--- src/rtl/sc_pkg.sv ---
// Shared types and constants for the stochastic-computing blocks.
package sc_pkg;

    typedef enum logic [1:0] {
        IDLE,
        RUN,
        DRAIN
    } sc_sng_state_t;

    // x^8 + x^4 + x^3 + x^2 + 1, taps taken from a left-shifting Fibonacci register
    localparam logic [7:0] SC_TAPS8 = 8'b1000_1110;

    function automatic int unsigned sc_len(input int unsigned width);
        return (32'd1 << width) - 32'd1;
    endfunction

endpackage

--- src/rtl/sc_lfsr.sv ---
// Fibonacci LFSR that shifts left and feeds the parity of the tapped bits into bit 0.
module sc_lfsr
    import sc_pkg::*;
#(
    parameter int              WIDTH = 8,
    parameter logic [WIDTH-1:0] TAPS = SC_TAPS8,
    parameter logic [WIDTH-1:0] SEED = WIDTH'(1)
) (
    input  logic             clk,
    input  logic             rst_n,
    input  logic             load,
    input  logic             en,
    output logic [WIDTH-1:0] q
);

    logic feedback;

    assign feedback = ^(q & TAPS);

    // Load wins over en so a new stream always restarts from SEED.
    always_ff @(posedge clk or negedge rst_n) begin
        if (!rst_n) begin
            q <= SEED;
        end else if (load) begin
            q <= SEED;
        end else if (en) begin
            q <= {q[WIDTH-2:0], feedback};
        end
    end

endmodule

--- src/rtl/sc_sng.sv ---
// Stochastic number generator: turns a WIDTH-bit operand into a 2^WIDTH-1 bit unipolar
// bitstream by comparing it against an LFSR, delivered over a valid/ready stream.
module sc_sng
    import sc_pkg::*;
#(
    parameter int               WIDTH = 8,
    parameter logic [WIDTH-1:0] TAPS  = SC_TAPS8,
    parameter logic [WIDTH-1:0] SEED  = WIDTH'(1)
) (
    input  logic             clk,
    input  logic             rst_n,
    input  logic             start,
    input  logic [WIDTH-1:0] value,
    output logic             ready,
    output logic             bit_out,
    output logic             bit_valid,
    input  logic             bit_ready,
    output logic             last,
    output logic [WIDTH-1:0] ones
);

    localparam int unsigned    L        = sc_len(WIDTH);
    localparam logic [WIDTH-1:0] CNT_LAST = WIDTH'(L - 1);
    localparam logic [WIDTH-1:0] ONES_MAX = WIDTH'(L - 1);

    if (SEED == '0) begin : g_bad_seed
        $error("sc_sng: SEED must be non-zero");
    end

    sc_sng_state_t    state;
    sc_sng_state_t    state_next;
    logic [WIDTH-1:0] value_q;
    logic [WIDTH-1:0] cnt;
    logic [WIDTH-1:0] lfsr_q;
    logic             accept;
    logic             gen;
    logic             xfer;

    assign ready  = (state == IDLE);
    assign accept = start && ready;
    assign xfer   = bit_valid && bit_ready;
    assign gen    = (state == RUN) && (!bit_valid || bit_ready);

    sc_lfsr #(
        .WIDTH (WIDTH),
        .TAPS  (TAPS),
        .SEED  (SEED)
    ) u_lfsr (
        .clk   (clk),
        .rst_n (rst_n),
        .load  (accept),
        .en    (gen),
        .q     (lfsr_q)
    );

    always_ff @(posedge clk or negedge rst_n) begin
        if (!rst_n) begin
            state <= IDLE;
        end else begin
            state <= state_next;
        end
    end

    always_comb begin
        state_next = state;
        case (state)
            IDLE:    if (start) state_next = RUN;
            RUN:     if (gen && (cnt == CNT_LAST)) state_next = DRAIN;
            DRAIN:   if (xfer) state_next = IDLE;
            default: state_next = IDLE;
        endcase
    end

    // Output register refills on the same edge it is consumed, so a held-high
    // bit_ready sees one bit per cycle with no bubbles.
    always_ff @(posedge clk or negedge rst_n) begin
        if (!rst_n) begin
            value_q   <= '0;
            cnt       <= '0;
            bit_out   <= 1'b0;
            bit_valid <= 1'b0;
            last      <= 1'b0;
            ones      <= '0;
        end else if (accept) begin
            value_q <= value;
            cnt     <= '0;
            ones    <= '0;
        end else begin
            if (xfer && bit_out && (ones != ONES_MAX)) begin
                ones <= ones + WIDTH'(1);
            end
            if (gen) begin
                bit_out   <= (value_q > lfsr_q);
                bit_valid <= 1'b1;
                last      <= (cnt == CNT_LAST);
                cnt       <= cnt + WIDTH'(1);
            end else if ((state == DRAIN) && xfer) begin
                bit_out   <= 1'b0;
                bit_valid <= 1'b0;
                last      <= 1'b0;
            end
        end
    end

endmodule

--- config.mk ---
export PLATFORM = sky130hd
export DESIGN_NAME = sc_sng
export DESIGN_NICKNAME = d
export VERILOG_FILES = /design/src/rtl/sc_pkg.sv /design/src/rtl/sc_lfsr.sv /design/src/rtl/sc_sng.sv
export SDC_FILE = /design/constraint.sdc
export NUM_CORES = 1
export LEC_CHECK = 0
export BUFFER_PORTS_ARGS = -buffer_cell sky130_fd_sc_hd__buf_2
export CAP_MARGIN = 20
export CORE_MARGIN = 8
export CORE_UTILIZATION = 54
export DETAILED_ROUTE_END_ITERATION = 8
export PLACE_DENSITY = 0.84
export SETUP_SLACK_MARGIN = 0.1
export SKIP_CTS_REPAIR_TIMING = 1
export SYNTH_ARGS = -nofsm -noshare
export SYNTH_HDL_FRONTEND = slang
export SYNTH_SLANG_ARGS = --single-unit
--- constraint.sdc ---
create_clock -name clk -period 1.8 [get_ports clk]
set_input_delay 0.09 -clock clk [delete_from_list [all_inputs] [get_ports clk]]
set_output_delay 0.09 -clock clk [all_outputs]
set_load 0.05 [all_outputs]
Word-level counts from Yosys, hierarchy flattened
Cells that the tools add are included.
{ "totals": {"regBits": 37, "inputBits": 12, "out_inout_bits": 12, "elab_cells": 49} }
{ "op_classes": {"n_addsub": 2, "n_lt_le_gt_ge": 1, "n_eq_ne": 7, "mux": 14, "bitwise_logic": 1, "reduce_logical": 16} }
{ "op_table": {"columns": ["operator", "count"], "rows": [
  ["2-to-1 mux 8 bit", 6],
  ["adder 8 x 1 -> 8 bit, second input constant", 2],
  ["== test 8 bit, second input constant", 1],
  ["greater-than comparator 8 bit", 1],
  ["!= test 8 bit, second input constant", 1],
  ["parity 8 bit", 1],
  ["logical AND 1 bit", 7],
  ["2-to-1 mux 2 bit", 3],
  ["case mux 2 bit (3 select lines)", 1],
  ["nonzero test 2 bit", 3],
  ["2-to-1 mux 1 bit", 4],
  ["!= test 2 bit, second input constant", 2],
  ["AND reduction 3 bit", 1],
  ["== test 2 x 1 -> 1 bit, second input constant", 1],
  ["== test 2 bit, second input constant", 1],
  ["zero test 2 bit", 1],
  ["!= test 2 x 1 -> 1 bit, second input constant", 1],
  ["AND reduction 2 bit", 1],
  ["zero test 1 bit", 1],
  ["logical OR 1 bit", 1],
  ["inverter 1 bit", 1]
]} }

Longest topological paths before layout
{ "depth": {"ltp_word": 6, "ltp_mapped": 6, "mapped_depth_nobuf": 6} }

Modules after synthesis
Synthesis repeated with hierarchy kept, for this count alone.
{ "unflattened": {"hier_cells": 203, "hier_area_um2": 1949.4} }
{ "modules_own_cells": {"columns": ["module", "instances", "cells_per_inst", "area_per_inst_um2", "seq_area_each_um2"], "rows": [
  ["sc_sng", 1, 173, 1601.5, 725.7],
  ["sc_lfsr", 1, 30, 347.8, 201.4]
]} }

Worst setup path after synthesis
OpenSTA, ideal clock, no wires.
{ "synth_timing": {"path_kind": "flip-flop to flip-flop", "from": "register ones[0]", "to": "register ones[5]", "setup_ns": 0.132, "arrival_ns": 1.726, "required_time_ns": 1.668, "setup_slack_ns": -0.058, "stages_incl_launch_ff": 7, "path_buffers": 0, "synth_period_minus_slack_ns": 1.858, "path_cell_list": "dfrtp_1 -> inv_1 -> ha_1 -> and2_1 -> a2111oi_2 -> xnor2_1 -> nor2_1"} }
{ "synth_via": {"elab_chain_cells": 3, "elab_cells_between_ends": 6, "cone_classes": "1 x add/sub; 1 x eq/ne; 2 x mux; 2 x reduce/logical"} }
{ "synth_lines": {"columns": ["item", "line_no", "source"], "rows": [
  ["from (decl)", "sc_sng.sv:19", "output logic [WIDTH-1:0] ones"],
  ["from (signal assigned)", "sc_sng.sv:90", "ones <= ones + WIDTH'(1);"],
  ["adder 8 x 1 -> 8 bit / != test 8 bit (equally long branches)", "sc_sng.sv:90, sc_sng.sv:89", null],
  ["2-to-1 mux 8 bit / logical AND 1 bit (equally long branches)", "sc_sng.sv:89", "if (xfer && bit_out && (ones != ONES_MAX)) begin"],
  ["2-to-1 mux 8 bit / nonzero test 2 bit (equally long branches)", null, null]
]} }
Several ways; a longest one is shown, not always the timed one. The select of a mux whose other input is x is not followed.
A chain may end at the register's enable or synchronous reset.

Final worst setup path
{ "layout_timing": {"from": "register u_lfsr.q[7]", "to": "register bit_out"} }
{ "layout_via": {"elab_chain_cells": 2} }
{ "layout_lines": {"columns": ["item", "line_no", "source"], "rows": [
  ["from (decl)", "sc_lfsr.sv:13", "output logic [WIDTH-1:0] q"],
  ["from (signal assigned)", "sc_lfsr.sv:27", "q <= {q[WIDTH-2:0], feedback};"],
  ["greater-than comparator 8 bit", "sc_sng.sv:93", "bit_out <= (value_q > lfsr_q);"],
  ["2-to-1 mux 1 bit", "sc_sng.sv:92", "if (gen) begin"],
  ["to (signal assigned)", "sc_sng.sv:93", null],
  ["to (decl)", "sc_sng.sv:15", "output logic bit_out,"]
]} }
Every way passes these cells.

==> flow_summary.json <==
{
  "outcome": "finished with violations",
  "violations": "hold timing",
  "end_kind": "flip-flop",
  "multi_input_area_um2": 953.4,
  "antenna_found_initial": 0,
  "relSlewSlack_pct": 66.28,
  "whs_ns": -0.005205,
  "clk_latency_ns": 0.35,
  "die-area_um2": 5718,
  "p_comb_share_pct": 6.0,
  "grt_pass1_wl_um": 7217,
  "p_sw_uw": 333.0,
  "clockPowerShare_pct": 39.2,
  "p_leak_uw": 0.001133,
  "syn_area_per_cell_um2": 9.455,
  "core_area_um2": 3390,
  "vias": 1578,
  "drc": 0,
  "diodes": 0,
  "first_pass_iters": 4,
  "grt_util_met1_pct": 18.99,
  "hold_class": "in2reg",
  "cap_violations": 0,
  "finClkSkew_ns": 0.01484,
  "syn_area_um2": 1919,
  "finalHoldViolCount": 1,
  "peakVddDrop_v": 0.0004147,
  "synth_fp_nets": 227,
  "grt.met3_usage_pct": 3.421,
  "antenna_left": 0,
  "clockRootBuffer": "clkbuf_4",
  "path_class": "reg2reg",
  "h-tree-depth": 2,
  "drv_slew": 0,
  "tightest_slew_ns": 0.5059,
  "required_ns": 2.04,
  "synth_edf_count": 0,
  "rows": 21,
  "drt-vias-per-instance": 5.386,
  "dp_hpwl_um": 2959,
  "grt_max_degree": 23,
  "portBuffers": 23,
  "p_int_uw": 1221,
  "placed_cells": 273,
  "max_freq_ghz": 0.5977,
  "yosys.cell_types.count": 42,
  "clk_pin_slew_ns": 0.12,
  "rsz0062_at_grt": "yes",
  "avgRoutedWirePerCell_um": 14.47,
  "grt_remaining_overflow": 0,
  "cts_made_buffers": 5,
  "period_minus_slack_ns": 1.673,
  "met2_usage_pct": 28.48,
  "grt_use_total_pct": 16.30,
  "finalWirelength_um": 4241,
  "timing.final.crit_share_pct": 92.94,
  "netlist_instances": 203,
  "fin_cells": 293,
  "cts_tree": "yes",
  "drtIter0Drc": 116,
  "cp_max_fo": 3,
  "fin_setup_tns_ns": 0,
  "place_congestion": 0.8522,
  "die_x_um": 75.62,
  "postSynth.asyncResetShare_pct": 100.0,
  "drive_gt1_share_pct": 20.65,
  "seq_area_um2": 929.6,
  "setup_viol": 0,
  "initial_core_util_pct": 56.63,
  "synth_flop_cell": "dfrtp_1",
  "yosys_warnings": 0,
  "swShare_pct": 21.42,
  "ys_ff_latch": 37,
  "io_pins": 24,
  "clock_sinks": 37,
  "fill_cells": 240,
  "nNetsFinal": 270,
  "clock_path_buffers": 2,
  "yosysSeqAreaShare_pct": 48.31,
  "syn_to_final_growth_pct": 22.49,
  "p_per_area_nw_per_um2": 661.2,
  "die_y_um": 75.62,
  "worstPathArrival_ns": 1.92,
  "cp-start-kind": "flip-flop",
  "grt_pass1_vias": 1678,
  "busiest_layer": "met2",
  "p_seq_share_pct": 54.8
}
==> power groups by stage <==
| stage | logic [uW] | clock network, uW | registers [uW] |
|---|---|---|---|
| after floorplan | 32.5 | 0 | 865 |
| after global placement | 70.1 | 0 | 866 |
| after detailed placement | 72.4 | 0 | 867 |
| after global routing | 108 | 657 | 853 |
| after CTS | 72.9 | 617 | 851 |
| final | 93.8 | 609 | 852 |
==> layout by cell type (no fill, tap or decap), types with 2 or more instances in the layout <==
| cell type | n |
|---|---|
| a21oi_1 | 6 |
| a31oi_1 | 2 |
| and2_1 | 4 |
| and3_1 | 3 |
| and4_1 | 2 |
| buf_2 | 23 |
| buf_4 | 9 |
| clkbuf_4 | 5 |
| dfrtp_1 | 34 |
| dfrtp_2 | 2 |
| dlygate4sd3_1 | 9 |
| ha_1 | 11 |
| inv_1 | 14 |
| nand2_1 | 47 |
| nand3_1 | 2 |
| nand4_1 | 6 |
| nor2_1 | 9 |
| o211ai_1 | 3 |
| o21ai_0 | 12 |
| o31ai_1 | 4 |
| xnor2_1 | 9 |
==> per-stage QoR <==
step / worst slack (ns) / total power [uW] / instance area (um^2) / utilization [%] / hold WS, ns
after CTS: 0.1285 / 1541 / 2206 / 65.08 / -0.2976
after floorplan: 0.05323 / 897.6 / 1924 / - / -0.2056
after global placement: 0.2146 / 936.4 / 2121 / 62.57 / 0.09071
after global routing: 0.06291 / 1617 / 2351 / 69.36 / 0.004963
after detailed placement: 0.1438 / 939.1 / 2121 / 62.57 / 0.08387
final: 0.1271 / 1554 / 2351 / 69.36 / -0.005205
==> layer usage <==
| layer | routed length, um | share of wire [%] | vias up |
|---|---|---|---|
| met5 | 0 | 0 | - |
| met4 | 55 | 1.3 | 0 |
| met3 | 243 | 5.7 | 7 |
| met2 | 2069 | 49 | 47 |
| met1 | 1872 | 44 | 740 |
| li1 | - | - | 784 |
==> final cells by class <==
class,instances,area share [%]
Sequential cell,37,39.54
Clock buffer,7,2.342
Timing Repair Buffer,41,11.60
Multi-Input combinational cell,147,40.55
Clock inverter,1,1.277
Tap cell,46,2.448
Inverter,14,2.235
==> synth_stat cells (3+ instances only) <==
master | instances | area [um^2]
a21oi_1 | 6 | 30.03
and2_1 | 4 | 25.02
ha_1 | 12 | 150.1
inv_1 | 14 | 52.55
dfrtp_1 | 36 | 900.9
o21ai_0 | 12 | 60.06
and3_1 | 3 | 18.77
nand4_1 | 6 | 37.54
nor2_1 | 10 | 37.54
xnor2_1 | 9 | 78.83
clkbuf_1 | 3 | 11.26
nand2_1 | 47 | 176.4
o211ai_1 | 3 | 22.52
o31ai_1 | 4 | 30.03
==> cells by family after synthesis <==
group | after synthesis | synth area share (%)
DFF | 37 | 48.31
adders and majority gates | 12 | 7.822
AOI/OAI and AO/OA | 40 | 14.02
xor gates and xnor gates | 10 | 4.564
muxes | 1 | 0.5215
and+or+nand+nor | 84 | 20.67
buffers and inverters | 19 | 4.107
==> path summary, 6_finish.rpt <==
check                                  from          to  slack (ns)  depth (start not counted)
min in group asynchronous             rst_n  value_q[0]        0.23                          2
worst max register to register  u_lfsr.q[7]     bit_out        0.13                          6
worst max-delay path            u_lfsr.q[7]     bit_out        0.13                          6
max in group asynchronous             rst_n      cnt[7]        0.95                          3
worst min-delay path                  start    state[0]      -0.005                          2
worst min register to register   value_q[4]  value_q[4]        0.50                          2
==> critical path, stage by stage (launching register included) <==
cell and delay (ns):
dfrtp_1 0.39, inv_1 0.08, ha_4 0.28, nand4_1 0.12, or3_4 0.41, a32oi_1 0.21
o31ai_1 0.09
==> sequential cells by signal, indices dropped and copies added, names as in the netlist <==
| signal | count |
|---|---|
| ones | 8 |
| bit_valid | 1 |
| state | 2 |
| cnt | 8 |
| last | 1 |
| u_lfsr.q | 8 |
| bit_out | 1 |
| value_q | 8 |
Note: power is estimated with default switching activity, not from simulation.
